`config.mk`:
```
export PLATFORM = sky130hd
export DESIGN_NAME = uart_writer
export DESIGN_NICKNAME = d
export VERILOG_FILES = /design/src/rtl/uart_pkg.sv /design/src/rtl/uart_baud_tick.sv /design/src/rtl/uart_writer.sv
export SDC_FILE = /design/constraint.sdc
export NUM_CORES = 1
export LEC_CHECK = 0
export ABC_AREA = 0
export BUFFER_PORTS_ARGS = -buffer_cell sky130_fd_sc_hd__clkbuf_2
export CORE_UTILIZATION = 45
export CTS_BUF_LIST = sky130_fd_sc_hd__clkbuf_8 sky130_fd_sc_hd__clkbuf_16
export DETAILED_ROUTE_END_ITERATION = 8
export GPL_TIMING_DRIVEN = 0
export PLACE_DENSITY_LB_ADDON = 0.05
export SYNTH_ARGS = -nofsm -noshare
export SYNTH_HDL_FRONTEND = slang
export SYNTH_SLANG_ARGS = --single-unit
```
`constraint.sdc`:
```
create_clock -name clk -period 2 [get_ports clk]
set_input_delay 0.1 -clock clk [delete_from_list [all_inputs] [get_ports clk]]
set_output_delay 0.1 -clock clk [all_outputs]
set_load 0.1 [all_outputs]
```
`src/rtl/uart_pkg.sv`:
```
// Shared UART definitions: line state encoding, frame geometry and the
// parity function used by both the transmit and receive paths.
package uart_pkg;

    localparam int UART_DATA_BITS  = 8;
    localparam int UART_FRAME_BITS = 11;

    typedef enum logic [2:0] {
        IDLE,
        START,
        DATA,
        PARITY,
        STOP
    } uart_state_e;

    // odd=0: even parity over data+P, odd=1: odd parity over data+P
    function automatic logic uart_parity(
        input logic [UART_DATA_BITS-1:0] data,
        input logic                      odd
    );
        return (^data) ^ odd;
    endfunction

endpackage

```
`src/rtl/uart_baud_tick.sv`:
```
// Baud divider: counts enabled cycles and fires a one-cycle tick every
// div_cnt_rate cycles; clear restarts the bit period from zero.
module uart_baud_tick #(
    parameter int unsigned             div_cnt_bit  = 32,
    parameter logic [div_cnt_bit-1:0]  div_cnt_rate = 1736
) (
    input  logic clk,
    input  logic rst_n,
    input  logic clr_i,
    input  logic en_i,
    output logic tick_o
);

    logic [div_cnt_bit-1:0] cnt_q;
    logic [div_cnt_bit-1:0] cnt_d;

    assign tick_o = en_i && (cnt_q == div_cnt_rate - 1'b1);

    // next count: clear wins, wrap on tick, otherwise advance when enabled
    always_comb begin
        cnt_d = cnt_q;
        if (clr_i) begin
            cnt_d = '0;
        end else if (tick_o) begin
            cnt_d = '0;
        end else if (en_i) begin
            cnt_d = cnt_q + 1'b1;
        end
    end

    // divider register
    always_ff @(posedge clk or negedge rst_n) begin
        if (!rst_n) begin
            cnt_q <= '0;
        end else begin
            cnt_q <= cnt_d;
        end
    end

endmodule

```
`src/rtl/uart_writer.sv`:
```
// Byte-wide UART transmitter: start, D0..D7, parity, stop on txd.
// UART_WRITER_SKID_EN adds a one-byte holding register for gapless frames.
module uart_writer
    import uart_pkg::*;
#(
    parameter int unsigned             div_cnt_bit  = 32,
    parameter logic [div_cnt_bit-1:0]  div_cnt_rate = 32'd1736,
    parameter logic                    parity_odd   = 1'b0
) (
    input  logic       clk,
    input  logic       rst_n,
    input  logic       valid,
    input  logic [7:0] d,
    output logic       ready,
    output logic       busy,
    output logic       txd
);

    uart_state_e state_q, state_d;
    logic [7:0]  shift_q, shift_d;
    logic        par_q, par_d;
    logic [2:0]  bit_cnt_q, bit_cnt_d;
    logic        txd_q, txd_d;
    logic        rdy_en_q;
    logic        tick;
    logic        take;
    logic        launch;
    logic [7:0]  launch_data;

`ifdef UART_WRITER_SKID_EN
    logic        hold_vld_q, hold_vld_d;
    logic [7:0]  hold_q, hold_d;

    assign ready = rdy_en_q & ~hold_vld_q;
`else
    assign ready = rdy_en_q & ~busy;
`endif

    assign busy = (state_q != IDLE);
    assign take = valid & ready;
    assign txd  = txd_q;

    uart_baud_tick #(
        .div_cnt_bit  (div_cnt_bit),
        .div_cnt_rate (div_cnt_rate)
    ) u_baud (
        .clk    (clk),
        .rst_n  (rst_n),
        .clr_i  (launch),
        .en_i   (busy),
        .tick_o (tick)
    );

    // frame sequencing, byte launch and next line level
    always_comb begin
        state_d     = state_q;
        shift_d     = shift_q;
        par_d       = par_q;
        bit_cnt_d   = bit_cnt_q;
        launch      = 1'b0;
        launch_data = d;
`ifdef UART_WRITER_SKID_EN
        hold_vld_d  = hold_vld_q;
        hold_d      = hold_q;
`endif
        unique case (state_q)
            IDLE: begin
                launch = take;
            end
            START: begin
                if (tick) begin
                    state_d   = DATA;
                    bit_cnt_d = '0;
                end
            end
            DATA: begin
                if (tick) begin
                    shift_d   = shift_q >> 1;
                    bit_cnt_d = bit_cnt_q + 3'd1;
                    if (bit_cnt_q == 3'd7) begin
                        state_d = PARITY;
                    end
                end
            end
            PARITY: begin
                if (tick) begin
                    state_d = STOP;
                end
            end
            STOP: begin
                if (tick) begin
                    state_d = IDLE;
`ifdef UART_WRITER_SKID_EN
                    // chain the next frame straight after the stop bit
                    if (hold_vld_q) begin
                        launch      = 1'b1;
                        launch_data = hold_q;
                        hold_vld_d  = 1'b0;
                    end else begin
                        launch = take;
                    end
`endif
                end
            end
            default: begin
                state_d = IDLE;
            end
        endcase

`ifdef UART_WRITER_SKID_EN
        if (take && !launch) begin
            hold_vld_d = 1'b1;
            hold_d     = d;
        end
`endif

        if (launch) begin
            state_d   = START;
            shift_d   = launch_data;
            par_d     = uart_parity(launch_data, parity_odd);
            bit_cnt_d = '0;
        end

        unique case (state_d)
            START:   txd_d = 1'b0;
            DATA:    txd_d = shift_d[0];
            PARITY:  txd_d = par_d;
            default: txd_d = 1'b1;
        endcase
    end

    // state and datapath registers; reset idles the line high
    always_ff @(posedge clk or negedge rst_n) begin
        if (!rst_n) begin
            state_q   <= IDLE;
            shift_q   <= '0;
            par_q     <= 1'b0;
            bit_cnt_q <= '0;
            txd_q     <= 1'b1;
            rdy_en_q  <= 1'b0;
        end else begin
            state_q   <= state_d;
            shift_q   <= shift_d;
            par_q     <= par_d;
            bit_cnt_q <= bit_cnt_d;
            txd_q     <= txd_d;
            rdy_en_q  <= 1'b1;
        end
    end

`ifdef UART_WRITER_SKID_EN
    // holding register for a byte accepted mid-frame
    always_ff @(posedge clk or negedge rst_n) begin
        if (!rst_n) begin
            hold_vld_q <= 1'b0;
            hold_q     <= '0;
        end else begin
            hold_vld_q <= hold_vld_d;
            hold_q     <= hold_d;
        end
    end
`endif

endmodule

```
# --- Yosys cells after proc, flatten, opt, wreduce, memory -nomap -nowiden ---
# Index checks and enable logic that the tools add are counted.
totals:
  inputBits: 11
  reg_bits: 49
  output_inout_bits: 3
  elab_cells: 54
classes:
  mux: 20
  n_reduce_logical: 10
  bitwise: 3
  n_eq_ne: 11
  addsub: 2
op_table:
  columns: ["operator", "n"]
  rows:
  - ["32-bit two-way mux", 3]
  - ["32-bit by 1-bit adder with 32-bit output (second input constant)", 1]
  - ["32-bit by 11-bit equality test with 1-bit output (second input constant)", 1]
  - ["3-bit two-way mux", 9]
  - ["8-bit two-way mux", 3]
  - ["3-bit one-hot mux with 5 select lines", 1]
  - ["3-bit by 2-bit equality test with 1-bit output (second input constant)", 4]
  - ["3-bit nonzero test", 3]
  - ["8-bit XOR reduction", 1]
  - ["3-bit by 1-bit equality test with 1-bit output (second input constant)", 2]
  - ["3-bit equality test (second input constant)", 2]
  - ["3-bit != test (second input constant)", 2]
  - ["3-bit one-hot mux with 2 select lines", 1]
  - ["2-bit nonzero test", 2]
  - ["3-bit by 1-bit adder with 3-bit output (second input constant)", 1]
  - ["3-bit logical NOT", 1]
  - ["1-bit one-hot mux with 3 select lines", 1]
  - ["3-bit AND reduction", 1]
  - ["1-bit bitwise AND", 2]
  - ["1-bit two-way mux", 2]
  - ["2-bit AND reduction", 1]
  - ["1-bit logical AND", 1]
  - ["1-bit inverter", 1]

# --- Longest topological paths before layout ---
# Gate-level depths: netlist of run 1.
logic_depth:
  word_depth: 8
  ltp_mapped: 7
  depth_no_buf: 6

# --- By module ---
# A second synthesis of run 1 with hierarchy kept.
unflattened:
  cells_unflattened: 278
  hier_area_um2: 2702.6
by_module_without_submodules:
  columns: ["module", "area_each_um2", "seq_area_each_um2", "cells_per_inst", "n_inst"]
  rows:
  - ["uart_baud_tick", 1769.2, 800.8, 184, 1]
  - ["uart_writer", 933.4, 426.7, 94, 1]

# --- Worst setup path before layout of run 1 ---
# Ideal clock, no wire load.
synth_path:
  path_kind: "register to register"
  from: "register state_q[0]"
  to: "register u_baud.cnt_q[9]"
  arrival_ps: 1941
  stages_incl_launch_ff: 7
  period_less_slack_ps: 2073
  required_ps: 1868
  path_buffers: 1
  setup_ps: 132
  path_slack_ps: -73
  path_cell_list: "dfrtp_1 -> buf_2 -> a2111oi_1 -> nor3b_1 -> and3_1 -> xnor2_1 -> nor2_1"
synth_between:
  elab_chain_cells: 6
  elab_cells_between_ends: 10
  classes_between: "3 x mux; 3 x bitwise; 4 x reduce/logical"
synth_rtl:
  columns: ["item", "line", "source"]
  rows:
  - ["start: declaration", "uart_writer.sv:19", "uart_state_e state_q, state_d;"]
  - ["start signal: assignment", "uart_writer.sv:142", "state_q <= state_d;"]
  - ["3-bit nonzero test", "uart_writer.sv:39", "assign busy = (state_q != IDLE);"]
  - ["1-bit inverter", "uart_writer.sv:36", "assign ready = rdy_en_q & ~busy;"]
  - ["1-bit bitwise AND", "uart_writer.sv:36", null]
  - ["1-bit bitwise AND", "uart_writer.sv:40", "assign take = valid & ready;"]
  - ["1-bit two-way mux", "uart_writer.sv:66", "unique case (state_q)"]
  - ["3-bit nonzero test (no source line) / 32-bit two-way mux (equally long branches)", null, null]
  - ["end signal: assignment", "uart_baud_tick.sv:36", "cnt_q <= cnt_d;"]
  - ["end: declaration", "uart_baud_tick.sv:14", "logic [div_cnt_bit-1:0] cnt_q;"]
# Several ways; a longest one is shown, not always the timed one.
# A chain may end at the register's enable or synchronous reset.

# --- Worst setup path after layout of run 1 ---
layout_path:
  from: "register u_baud.cnt_q[23]"
  to: "register u_baud.cnt_q[25]"
layout_between:
  elab_chain_cells: 4
  elab_cells_between_ends: 7
  classes_between: "1 x add/sub; 1 x eq/ne; 3 x mux; 2 x reduce/logical"
layout_rtl:
  columns: ["item", "line", "source"]
  rows:
  - ["32-bit by 1-bit adder with 32-bit output / 32-bit by 11-bit equality test with 1-bit output (equally long branches)", "uart_baud_tick.sv:27, uart_baud_tick.sv:17", null]
  - ["32-bit two-way mux / 1-bit logical AND (equally long branches)", "uart_baud_tick.sv:26, uart_baud_tick.sv:17", null]
  - ["32-bit two-way mux", "uart_baud_tick.sv:24", "end else if (tick_o) begin"]
  - ["32-bit two-way mux", "uart_baud_tick.sv:22", "if (clr_i) begin"]
# Several ways; a longest one is shown, not always the timed one. The select of a mux whose other input is x is not followed.

==> results of run 1 <==
what timing repair did:
item	in CTS	in global routing
buffers inserted	19	15
gates resized for setup	31	25
endpoints found under the hold margin	0	16
pin swaps	8	14
hold buffers	0	1
gates cloned	0	0
setup endpoints to repair	41	34
logic make-up after synthesis:
family,after synthesis
compound gates,33
xor+xnor,33
buf+inv,16
mux,3
other cells,1
flops,49
simple gates,138
fa+ha+maj,3
worst paths after layout:
path                                                    from                      endpoint  slack [ns]  depth (start not counted)
max in group asynchronous                              rst_n                 txd$_DFF_PN1_        1.16                          3
worst min-delay path                                    d[7]        shift_q[7]$_DFFE_PN0P_        0.04                          3
worst max-delay path            u_baud.cnt_q[23]$_DFFE_PN0P_  u_baud.cnt_q[25]$_DFFE_PN0P_        0.01                          5
min in group asynchronous                              rst_n  u_baud.cnt_q[28]$_DFFE_PN0P_        0.26                          2
worst max register to register  u_baud.cnt_q[23]$_DFFE_PN0P_  u_baud.cnt_q[25]$_DFFE_PN0P_        0.01                          5
worst min register to register        shift_q[5]$_DFFE_PN0P_        shift_q[5]$_DFFE_PN0P_        0.48                          2
synthesized netlist by cell type (2+ instances only):
master and instances:
and4_1 4, and4_2 3, a221o_1 2, nand2b_1 2, and3_1 7, dfrtp_1 48, xnor2_1 17, clkbuf_1 7
buf_2 2, and2_1 5, nand2_1 28, a31oi_1 5, o211a_1 2, nor3_1 6, nand4_1 13, a22oi_1 6
nor2_1 32, a21oi_1 4, inv_1 6, a22o_1 3, ha_1 3, o21ai_0 4, xor2_1 16, mux2_2 2
nand3_1 16, nand3b_1 2, nor4_1 11
cell type report:
type                       count  area (sq um)
sequential                    49          1244
clock inverter                 3         38.79
tap                           72         90.09
timing repair buffer          49         350.3
multi-input combinational    211          1539
inverter                       6         22.52
fill                         481          2177
clock buffer                   5         68.82
buffer                         7         43.79
stage by stage:
step | hold WS (ns) | power (mW) | util | cell area, sq um
after global placement | 0.3601 | 1.796 | 0.5039 | 2809
final | 0.03997 | 2.838 | 0.6094 | 3397
after global routing | 0.03918 | 3.003 | 0.6094 | 3397
after floorplan | -0.1956 | 1.651 | - | 2654
after CTS | 0.04000 | 2.669 | 0.5717 | 3187
after detailed placement | 0.3609 | 1.806 | 0.5039 | 2809
critical path: cells and delay by family (launching register included):
kind,cells,cell delay (ns)
AND/OR/NAND/NOR,5,1.49
flip-flops,1,0.44
registers in the layout, indices dropped and copies added, names as in the netlist:
name          flops
rdy_en_q          1
u_baud.cnt_q     32
par_q             1
shift_q           8
state_q           3
bit_cnt_q         3
txd               1
cells in the final DEF, fill, tap and decap left out, types with 7 or more instances in the layout:
cell type	n
dfrtp_1	35
buf_4	34
nor2_1	30
nand2_1	27
xnor2_1	17
xor2_1	16
nand3_1	15
nand4_1	13
clkbuf_2	13
dfrtp_2	13
inv_1	7
power groups by stage:
| stage | Combinational [mW] | Sequential [mW] | Clock [mW] |
|---|---|---|---|
| after CTS | 0.698 | 1.25 | 0.717 |
| after global routing | 0.976 | 1.27 | 0.759 |
| after global placement | 0.550 | 1.25 | 0 |
| final | 0.888 | 1.25 | 0.699 |
| after detailed placement | 0.559 | 1.25 | 0 |
| after floorplan | 0.408 | 1.24 | 0 |
metal layers:
layer,wire [um],vias up,part of all wire,global-route usage
met5,0,-,0,0
met4,68,0,0.011,0.07222
met3,209,7,0.034,0.04535
met2,2749,44,0.44,0.3174
met1,3176,1091,0.51,0.3055
li1,-,1103,-,-
==> results.sh, run 1 <==
export IMPL_power_density_nw_per_um2=835.5
export IMPL_synth_compound_area_frac=0.09555
export IMPL_worst_setup_path_start_kind="flip-flop"
export IMPL_n_antenna_cell=0
export IMPL_cts_tree="done"
export IMPL_grt_pass1_vias=2112
export IMPL_grt_usage=0.2131
export IMPL_slew_violations=0
export IMPL_switching_share=0.3228
export IMPL_pwr_share_seq=0.441
export IMPL_path_cells="and4_4, nand4_1, or3_4, or4b_4, nand3_2"
export IMPL_yosysTopAreaCellShare=0.4541
export IMPL_gp_congestion=0.8028
export IMPL_grt_pass1_wl_um=10160
export IMPL_timing_slew_headroom=0.6267
export IMPL_worst_pin_slew_ns=0.5599
export IMPL_leakage_nw=1.510
export IMPL_antenna_found_initial=0
export IMPL_clock_sinks=49
export IMPL_ys_seq_elements=49
export IMPL_synth_fp_nets=290
export IMPL_instances_no_fill=402
export IMPL_ir_worst_vdd_v=0.0004774
export IMPL_hp_class="input pin to flip-flop"
export IMPL_synthMuxAreaShare=0.01230
export IMPL_wl_um=6203
export IMPL_critPathArrivalTime_ns=2.24
export IMPL_p_switching_mw=0.9163
export IMPL_placementRows=27
export IMPL_critPathKind="flip-flop to flip-flop"
export IMPL_drt_first_iter_violations=114
export IMPL_drv_cap=0
export IMPL_critPathSlowestCell="or4b_4"
export IMPL_syn_cell_area_sq_um=2645
export IMPL_final_hold_viol_count=0
export IMPL_intPower_mw=1.922
export IMPL_setup_tns_ns=0
export IMPL_period_minus_slack_ns=1.985
export IMPL_die_area_sq_um=6188
export IMPL_grt_max_degree=50
export IMPL_postSynthAreaPerCell_sq_um=9.583
export IMPL_dp_hpwl_um=3885
export IMPL_async_flop_share=1.000
export IMPL_synth_warnings=0
export IMPL_synthDistinctLibCells=47
export IMPL_wl_per_cell_um=15.43
export IMPL_synth_top_cells_by_area="dfrtp_1 (45%), xnor2_1 (5.6%), xor2_1 (5.3%)"
export IMPL_via_per_inst=5.585
export IMPL_drc=0
export IMPL_fin_nets=343
export IMPL_period_share=0.9926
export IMPL_fin_skew_ns=0.009183
export IMPL_cts_htree_levels=2
export IMPL_dr_pass1_iters=4
export IMPL_rsz0062_at_grt="true"
export IMPL_status="completed"
export IMPL_path_max_fanout=5
export IMPL_worst_path_largest_cell_delay_ns=0.52
export IMPL_coreArea_sq_um=5574
export IMPL_place_worst_setup_slack_ns=-0.4755
export IMPL_clockRootBuffer="clkbuf_8"
export IMPL_synth_simple_area_share=0.2767
export IMPL_synth_top_family_by_area="simple AND/OR/NAND/NOR gates"
export IMPL_setup_viol=0
export IMPL_antenna_left=0
export IMPL_synth_adder_area_share=0.01419
export IMPL_io_pins=14
export IMPL_grt_remaining_overflow=0
export IMPL_critPathRequiredTime_ns=2.25
export IMPL_synthXorXnorAreaFrac=0.1093
export IMPL_synthCells=276
export IMPL_clk_pin_slew_worst_paths_ns=0.09
export IMPL_synthFlopType="dfrtp_1"
export IMPL_start_util=0.4745
export IMPL_fp_dieW_um=78.67
export IMPL_cts_buffer_depth=2
export IMPL_vias=2245
export IMPL_die_h_um=78.67
export IMPL_cts_buffers=5
export IMPL_port_buffers=13
export IMPL_clockPowerShare=0.246
export IMPL_power_frac_comb=0.313
export IMPL_clk_latency_ns=0.31
export IMPL_synth_edf_count=0
export IMPL_fmax_ghz=0.5037
export IMPL_area_growth_pct=28.43
export IMPL_synth_top_area_cell="dfrtp_1"
export IMPL_timing_final_ws_setup_ns=0.01480
export IMPL_dp_cells=361
export IMPL_ys_seq_area_frac=0.4640
export IMPL_drive_gt1_frac=0.3212
export IMPL_endpoint_kind="flip-flop"
(Power assumes the default switching activity.)
==> run 2, diff against run 1 <==
- clock period: 2 -> 1.6 ns (I/O delays scaled with it)
==> run 2 against run 1 <==
Compared with the run above:
- global-route usage grew 3.0 points
- sequential share of layout area shrank 4.0 points
- wire length grew 12%
- hold slack lost 0.018 ns
- critical endpoint is now txd$_DFF_PN1_
- first-iteration DRC count grew 11%
- largest cell class unchanged
- the flow now finishes with violations (setup timing)
- via count grew 7.2%
==> results.sh, run 2 (synthesized netlist as in run 1, its figures left out) <==
export IMPL_fin_skew_ns=0.01372
export IMPL_slew_violations=0
export IMPL_place_area_sq_um=2900
export IMPL_gp_congestion=0.7983
export IMPL_instances_no_fill=426
export IMPL_power_density_nw_per_um2=942.6
export IMPL_timing_final_ws_setup_ns=-0.3396
export IMPL_r2r_start="u_baud.cnt_q[17]$_DFFE_PN0P_"
export IMPL_drv_cap=0
export IMPL_status="complete, but fails checks"
export IMPL_cts_buffer_depth=2
export IMPL_final_common_cell="buf_4"
export IMPL_path_max_fanout=3
export IMPL_timing_slew_headroom=0.6040
export IMPL_port_buffers=13
export IMPL_die_area_sq_um=6188
export IMPL_fin_nets=367
export IMPL_r2r_end="txd$_DFF_PN1_"
export IMPL_area_growth_pct=44.61
export IMPL_vias=2407
export IMPL_die_h_um=78.67
export IMPL_fp_dieW_um=78.67
export IMPL_dr_pass1_iters=4
export IMPL_reg_top3="u_baud.cnt_q x32, shift_q x8"
export IMPL_period_share=1.212
export IMPL_final_cell_mix="buf_4 (47), dfrtp_1 (33), nand2_1 (25)"
export IMPL_design_area_sq_um=3825
export IMPL_place_worst_setup_slack_ns=-0.6682
export IMPL_ir_worst_vdd_v=0.0006314
export IMPL_antenna_found_initial=0
export IMPL_start_util=0.4745
export IMPL_clockRootBuffer="clkbuf_8"
export IMPL_leakage_nw=1.632
export IMPL_drt_first_iter_violations=126
export IMPL_critPathKind="flip-flop to flip-flop"
export IMPL_cts_tree="done"
export IMPL_grt_pass1_wl_um=11430
export IMPL_startpoint="u_baud.cnt_q[17]$_DFFE_PN0P_"
export IMPL_rsz0062_at_grt="true"
export IMPL_fmax_ghz=0.5156
export IMPL_io_pins=14
export IMPL_critPathArrivalTime_ns=2.19
export IMPL_endpoint_kind="flip-flop"
export IMPL_grt_max_degree=50
export IMPL_antenna_left=0
export IMPL_dp_hpwl_um=4039
export IMPL_worst_pin_slew_ns=0.5940
export IMPL_violations="setup timing"
export IMPL_period_minus_slack_ns=1.940
export IMPL_final_hold_viol_count=0
export IMPL_coreArea_sq_um=5574
export IMPL_via_per_inst=5.650
export IMPL_path_cells="buf_4, nor4_4, and4_4, a31oi_4, a221o_1, o32a_1"
export IMPL_cts_buffers=5
export IMPL_reg2reg_depth=6
export IMPL_total_power_mw=3.605
export IMPL_grt_usage=0.2428
export IMPL_setup_viol=47
export IMPL_critPathSlowestCell="dfrtp_1"
export IMPL_clk_latency_ns=0.31
export IMPL_clk_pin_slew_worst_paths_ns=0.10
export IMPL_drive_gt1_frac=0.4435
export IMPL_n_antenna_cell=0
export IMPL_worst_path_largest_cell_delay_ns=0.41
export IMPL_critPathRequiredTime_ns=1.85
export IMPL_hp_class="input pin to flip-flop"
export IMPL_regMostFlops="u_baud.cnt_q"
export IMPL_grt_remaining_overflow=0
export IMPL_cts_htree_levels=2
export IMPL_wl_per_cell_um=16.27
export IMPL_wl_um=6933
export IMPL_largest_reg_flops=32
export IMPL_clock_sinks=49
export IMPL_worst_setup_path_start_kind="flip-flop"
export IMPL_crit_path_end="txd$_DFF_PN1_"
export IMPL_drc=0
export IMPL_rrSetupSlack_ns=-0.34
export IMPL_dp_cells=361
export IMPL_placementRows=27
export IMPL_grt_pass1_vias=2381
run 2: cell count changes in the layout (fill, tap and decap cells not counted), sizes merged:
cell and delta:
clkbuf -1, clkinvlp +1, buf +24, bufinv -1, dlygate4sd3 +1
run 2: repair_timing:
| item | 4_1_cts | 5_1_grt |
|---|---|---|
| cloned | 3 | 0 |
| resized for setup | 78 | 19 |
| hold endpoints to repair | 1 | 24 |
| buffers inserted | 28 | 26 |
| setup endpoints to repair | 50 | 49 |
| pin swaps | 39 | 20 |
| hold buffers | 1 | 1 |
run 2: worst min path at each step:
| stage | start | to | cells past startpoint |
|---|---|---|---|
| 3_3_place_gp | d[7] | shift_q[7]$_DFFE_PN0P_ | 3 |
| 4_1_cts | d[3] | shift_q[3]$_DFFE_PN0P_ | 3 |
| 6_report | d[3] | shift_q[3]$_DFFE_PN0P_ | 3 |
| 2_1_floorplan | rst_n | bit_cnt_q[0]$_DFFE_PN0P_ | 0 |
| 3_5_place_dp | d[7] | shift_q[7]$_DFFE_PN0P_ | 3 |
| 5_1_grt | d[3] | shift_q[3]$_DFFE_PN0P_ | 3 |
run 2: metal layers:
metal | up-vias | global-route usage | share of wire
met5 | - | 0 | 0
met1 | 1196 | 0.2996 | 0.45
li1 | 1152 | - | -
met3 | 13 | 0.04651 | 0.026
met4 | 0 | 0.08889 | 0.021
met2 | 46 | 0.4191 | 0.51
run 2: power breakdown:
part / leakage (nW) / switching (mW) / internal, mW
logic: 0.958 / 0.644 / 0.639
clock network: 0.0445 / 0.456 / 0.311
registers: 0.630 / 0.153 / 1.40
total: 1.63 / 1.25 / 2.35
run 2: worst max-delay path, delay by kind of cell (launching register included):
family,cells,cell delay (ns)
compound gates,3,0.71
simple gates,2,0.60
flops,1,0.41
buf+inv,1,0.16
run 2: final cells by class:
cell class,instances,area (sq um)
inverters,6,22.52
well taps,72,90.09
clock inverters,3,21.27
fillers,433,1749
clock buffers,5,68.82
repair buffers,73,641.9
flip-flops and latches,49,1246
plain buffers,7,83.83
multi-input cells,211,1650
run 2: metrics by stage:
| step | util | TNS (ns) | hold WS, ns |
|---|---|---|---|
| after floorplan | - | -4.195 | -0.2156 |
| after global placement | 0.5203 | -20.99 | 0.3297 |
| after detailed placement | 0.5203 | -21.55 | 0.3269 |
| after CTS | 0.6386 | -8.572 | 0.01410 |
| after global routing | 0.6862 | -14.09 | 0.02864 |
| final | 0.6862 | -10.01 | 0.02206 |
